## config.mk

```make
export PLATFORM = sky130hd
export DESIGN_NAME = gf180mcu_fd_sc_mcu9t5v0__muxn_sync
export DESIGN_NICKNAME = d
export VERILOG_FILES = /design/src/rtl/gf180mcu_fd_sc_mcu9t5v0__muxn_pkg.sv /design/src/rtl/gf180mcu_fd_sc_mcu9t5v0__muxn_hcnt.sv /design/src/rtl/gf180mcu_fd_sc_mcu9t5v0__muxn_sync.sv
export SDC_FILE = /design/constraint.sdc
export NUM_CORES = 1
export LEC_CHECK = 0
export CAP_MARGIN = 10
export CORE_AREA = 2 2 39 41
export CTS_CLUSTER_SIZE = 12
export DETAILED_ROUTE_END_ITERATION = 8
export DIE_AREA = 0 0 41 43
export GPL_TIMING_DRIVEN = 0
export PLACE_DENSITY_LB_ADDON = 0.3
export RECOVER_POWER = 25
export SLEW_MARGIN = 5
export SYNTH_ARGS = -nofsm -noshare
export SYNTH_HDL_FRONTEND = slang
export SYNTH_HIERARCHICAL = 1
export SYNTH_SLANG_ARGS = --single-unit
```

## constraint.sdc

```tcl
create_clock -name CLK -period 5.33 [get_ports CLK]
set_input_delay 0.533 -clock CLK [delete_from_list [all_inputs] [get_ports CLK]]
set_output_delay 0.533 -clock CLK [all_outputs]
set_load 0.005 [all_outputs]
```

## src/rtl/gf180mcu_fd_sc_mcu9t5v0__muxn_pkg.sv

```systemverilog
// Shared types and sizing helpers for the break-before-make synchronous channel mux.
package gf180mcu_fd_sc_mcu9t5v0__muxn_pkg;

  localparam int CNT_W = 4;

  typedef enum logic [1:0] {
    STEADY = 2'd0,
    BREAK  = 2'd1,
    MAKE   = 2'd2
  } state_e;

  // Select width never collapses to zero bits, even for a two-channel mux.
  function automatic int sel_width(input int nch);
    return (nch <= 2) ? 1 : $clog2(nch);
  endfunction

endpackage

```

## src/rtl/gf180mcu_fd_sc_mcu9t5v0__muxn_hcnt.sv

```systemverilog
// Break-interval down-counter: loads a start value, counts down to zero while enabled.
module gf180mcu_fd_sc_mcu9t5v0__muxn_hcnt
  import gf180mcu_fd_sc_mcu9t5v0__muxn_pkg::*;
(
  input  logic             CLK,
  input  logic             RN,
  input  logic             load,
  input  logic [CNT_W-1:0] value,
  input  logic             dec,
  output logic             zero
);

  logic [CNT_W-1:0] cnt_q;
  logic [CNT_W-1:0] cnt_d;

  always_comb begin
    cnt_d = cnt_q;
    if (load) begin
      cnt_d = value;
    end else if (dec && (cnt_q != '0)) begin
      cnt_d = cnt_q - 1'b1;
    end
  end

  always_ff @(posedge CLK or negedge RN) begin
    if (!RN) begin
      cnt_q <= '0;
    end else begin
      cnt_q <= cnt_d;
    end
  end

  assign zero = (cnt_q == '0);

endmodule

```

## src/rtl/gf180mcu_fd_sc_mcu9t5v0__muxn_sync.sv

```systemverilog
// Registered N-channel mux with break-before-make select switching.
// Define GF180MCU_FD_SC_MCU9T5V0__MUXN_PARK_EN to drive Z to zero during the break.
module gf180mcu_fd_sc_mcu9t5v0__muxn_sync
  import gf180mcu_fd_sc_mcu9t5v0__muxn_pkg::*;
#(
  parameter  int WIDTH     = 1,
  parameter  int NCH       = 4,
  parameter  int BREAK_CYC = 1,
  parameter  int RST_SEL   = 0,
  localparam int SEL_W     = sel_width(NCH)
) (
  input  logic                 CLK,
  input  logic                 RN,
  input  logic [NCH*WIDTH-1:0] I,
  input  logic [SEL_W-1:0]     S,
  input  logic                 S_VLD,
  output logic                 S_RDY,
  output logic [WIDTH-1:0]     Z,
  output logic                 Z_VLD,
  output logic                 ERR
);

  state_e           state_q;
  logic [SEL_W-1:0] sel_q;
  logic [SEL_W-1:0] sel_n_q;
  logic [WIDTH-1:0] z_q;
  logic             zvld_q;
  logic             rdy_q;
  logic             err_q;

  logic             accept;
  logic             s_oor;
  logic             start_switch;
  logic             cnt_zero;
  logic [WIDTH-1:0] z_cur;
  logic [WIDTH-1:0] z_new;

  // rdy_q is only ever high in STEADY, so it doubles as the accept qualifier.
  assign accept       = S_VLD && rdy_q;
  assign s_oor        = (32'(S) >= NCH);
  assign start_switch = accept && !s_oor && (S != sel_q);

  assign z_cur = I[32'(sel_q) * WIDTH +: WIDTH];
  assign z_new = I[32'(sel_n_q) * WIDTH +: WIDTH];

  gf180mcu_fd_sc_mcu9t5v0__muxn_hcnt u_hcnt (
    .CLK   (CLK),
    .RN    (RN),
    .load  (start_switch),
    .value (CNT_W'(BREAK_CYC - 1)),
    .dec   (state_q == BREAK),
    .zero  (cnt_zero)
  );

  always_ff @(posedge CLK or negedge RN) begin
    if (!RN) begin
      state_q <= STEADY;
      sel_q   <= SEL_W'(RST_SEL);
      sel_n_q <= SEL_W'(RST_SEL);
      z_q     <= '0;
      zvld_q  <= 1'b0;
      rdy_q   <= 1'b0;
      err_q   <= 1'b0;
    end else begin
      err_q <= 1'b0;
      case (state_q)
        STEADY: begin
          z_q    <= z_cur;
          zvld_q <= 1'b1;
          rdy_q  <= 1'b1;
          if (accept && s_oor) begin
            err_q <= 1'b1;
          end else if (start_switch) begin
            state_q <= BREAK;
            sel_n_q <= S;
            zvld_q  <= 1'b0;
            rdy_q   <= 1'b0;
`ifdef GF180MCU_FD_SC_MCU9T5V0__MUXN_PARK_EN
            z_q     <= '0;
`endif
          end
        end
        BREAK: begin
          zvld_q <= 1'b0;
          rdy_q  <= 1'b0;
`ifdef GF180MCU_FD_SC_MCU9T5V0__MUXN_PARK_EN
          z_q    <= '0;
`endif
          if (cnt_zero) begin
            state_q <= MAKE;
          end
        end
        MAKE: begin
          sel_q   <= sel_n_q;
          z_q     <= z_new;
          zvld_q  <= 1'b1;
          rdy_q   <= 1'b1;
          state_q <= STEADY;
        end
        default: begin
          state_q <= STEADY;
          zvld_q  <= 1'b0;
          rdy_q   <= 1'b0;
        end
      endcase
    end
  end

  assign Z     = z_q;
  assign Z_VLD = zvld_q;
  assign S_RDY = rdy_q;
  assign ERR   = err_q;

endmodule

```

==> impl_metrics.csv <==
group,metric,value,unit
run_status,status,"finished, final reports clean",
global_routing,grt_pass1_vias,482,
finish,final_common_cell,"dfrtp_1",
route,wl_met2,545,µm
route,via_per_inst,5.11,
worst_setup_path,crit_slowest_cell,"or4_1",
job,maxCapViolations,0,
floorplan,dieArea,1760,µm²
clock_network,cts_resized,0,
power,switchingPower,151,µW
route,dr.max_layer_used,"met3",
floorplan,die_w,41,µm
clock_network,cts_max_level,1,
clock_network,clock_path_buffers,2,
power,power.internal,287,µW
hold_path,hold_path_end,"sel_n_q[1]",
worst_setup_path,cp-start-kind,"input port",
logic_synthesis,synth_area_leaders,"dfrtp_1, mux2_2, mux2_1, mux4_2, xor2_1",
sta,grt_setup_unrepaired,"no",
sta,final.setup_skew,0.00104,ns
sta,setup_ws,3.27,ns
global_routing,grt_max_degree,13,
sta,fin_crit_sh,0.386,
power,peakVddDrop,0.258,mV
floorplan,start_util,0.476,
sta,hold_violations,0,
place,portBuffers,11,
place,gp_congestion,0.784,
route,ant_nets,0,
worst_setup_path,path_cells,"clkdlybuf4s50_1 > xor2_1 > o211ai_1 > inv_1 > buf_6 > or4_1 > o211ai_2",
worst_setup_path,cpPeakStageDelay,0.54,ns
finish,antenna_cells,0,
logic_synthesis,synth_seq_cells,12,
worst_setup_path,reg2regPathDepth,6,
logic_synthesis,synth_area_per_cell,11.5,µm²
global_routing,grt_pass1_wl,2010,µm
power,p_leak,0.371,nW
power,powerDensity,531,nW/µm²
clock_network,clock-root-buffer,"clkbuf_4",
route,dr.pass1.iters,4,
power,seqPwrFrac,0.405,
route,drc,0,
power,power.share.switching,0.344,
route,drt-met1-wl,489,µm
sta,slew_headroom,0.642,
logic_synthesis,synth_top_area_frac,0.456,
floorplan,die_h,43,µm
clock_network,cts_sinks,12,
sta,setup_viol,0,
clock_network,clkTransAtPathRegs,0.07,ns
sta,tightest_slew,0.536,ns
hold_path,holdPathStages,1,
power,comb_power_share,0.473,
route,drt_iter0_drc,6,
global_routing,grt_usage,0.170,
place,placed_cells,88,
worst_setup_path,rr_endpoint,"u_hcnt/cnt_q[1]",
worst_setup_path,crit_type,"in2reg",
floorplan,num_io_pins,13,
worst_setup_path,worstSetupEndpointType,"flop",
logic_synthesis,yosysWarnings,6,
logic_synthesis,netlist_area,658,µm²
place,hpwl,892,µm
worst_setup_path,crit_family,"buffers and inverters",
hold_path,hp-class,"reg2reg",
worst_setup_path,cp.arrival,2.25,ns
floorplan,placementRows,14,
place,dp_slack,2.99,ns
finish,area_growth,25.5,%
global_routing,antenna_found_initial,0,
clock_network,clock_latency,0.26,ns
finish,final_cell_mix,"dfrtp_1, clkdlybuf4s50_1, conb_1",
sta,min_period,2.06,ns
finish,final_cells,91,
clock_network,cts_tree,"done",
clock_network,numCtsBuffers,3,
logic_synthesis,synthCells,57,
clock_network,cts_hold_buf,0,
logic_synthesis,ys_seq_area_frac,0.456,
route,wl_per_cell,12.0,µm
power,p_clk_frac,0.122,
global_routing,grt_remaining_overflow,0,
sta,achievable-frequency,0.486,GHz
worst_setup_path,path_max_fanout,10,
worst_setup_path,worst-path-buf-inv,3,
logic_synthesis,synth_area_leader_cell,"dfrtp_1",
route,drt_wl_total,1100,µm
worst_setup_path,r2r-start,"sel_q[0]",
floorplan,core,1380,µm²
logic_synthesis,synth.distinct_cells,31,
power,p_total,438,µW
sta,fin_setup_tns,0,ns
route,wl_met3,60,µm
worst_setup_path,critPathRequiredTime,5.52,ns
hold_path,min-delay-start,"sel_n_q[1]",
sta,slew_viol_final,0,
clock_network,cts_setup_buffers,0,
finish,nets,87,
worst_setup_path,r2r_slack,3.55,ns
finish,drive_above_1_share,0.187,
route,vias,465,
==> kinds of logic after synthesis <==
logic type	synth area share
AO/OA/AOI/OAI	0.0932
XOR/XNOR	0.0266
adder cells (fa/ha/maj)	0.0190
buffers and inverters	0.0627
flip-flops	0.456
multiplexers	0.158
other	0.00570
AND/OR/NAND/NOR	0.179
==> per-stage QoR <==
| step | hold slack, ns | cell area (µm²) | utilization |
|---|---|---|---|
| 6_report | 0.507 | 826 | 0.597 |
| 5_1_grt | 0.542 | 826 | 0.597 |
| 4_1_cts | 0.511 | 826 | 0.597 |
| 3_5_place_dp | 0.495 | 803 | 0.580 |
| 3_3_place_gp | 0.474 | 803 | 0.580 |
| 2_1_floorplan | 0.237 | 673 | - |
==> synth_stat cells (all sizes together) <==
library cell and count:
or4 1, nor4b 1, mux4 1, xor2 2
o21ai 2, o211ai 2, mux2 6, inv 4
nor2 3, nor3 2, mux2i 1, and4b 1
nor2b 2, and2 1, o21a 1, dfrtp 12
ha 1, or2b 1, nor3b 2, buf 3
o31a 1, a221o 1, or3 1, nand2 3
conb 1, a21oi 1
==> final cells by class <==
cell class	instances	area [µm²]
fillers	128	558
multi-input cells	42	332
flip-flops and latches	12	300
repair buffers	11	110
plain buffers	3	26.3
clock buffers	3	22.5
well taps	16	20.0
inverters	4	15.0
==> metal layers <==
| layer | track usage | up-vias |
|---|---|---|
| met5 | 0 | - |
| met3 | 0.0524 | 0 |
| li1 | - | 231 |
| met2 | 0.272 | 9 |
| met4 | 0.0600 | 0 |
| met1 | 0.207 | 225 |
==> registers in the layout, summed over array words and instances, names as in the netlist <==
name and count:
u_hcnt/cnt_q 4, sel_q 2, S_RDY 1, Z 1, sel_n_q 2, state_q 2
==> power by group through the flow <==
stage	sequential, mW	combinational (mW)	clock [mW]
after CTS	0.178	0.211	0.0540
final	0.178	0.207	0.0535
after detailed placement	0.179	0.210	0
after global placement	0.176	0.202	0
after floorplan	0.170	0.153	0
after global routing	0.186	0.235	0.0588
==> how the worst max path moves through the flow <==
stage	start	endpoint	cells after the start
6_report	S[0]	u_hcnt/cnt_q[1]	7
5_1_grt	S[0]	u_hcnt/cnt_q[1]	7
4_1_cts	S[0]	u_hcnt/cnt_q[1]	7
3_5_place_dp	S[0]	u_hcnt/cnt_q[1]	7
3_3_place_gp	S[0]	u_hcnt/cnt_q[1]	7
2_1_floorplan	S[0]	u_hcnt/cnt_q[1]	6
Note: power is estimated with default switching activity, not from simulation.
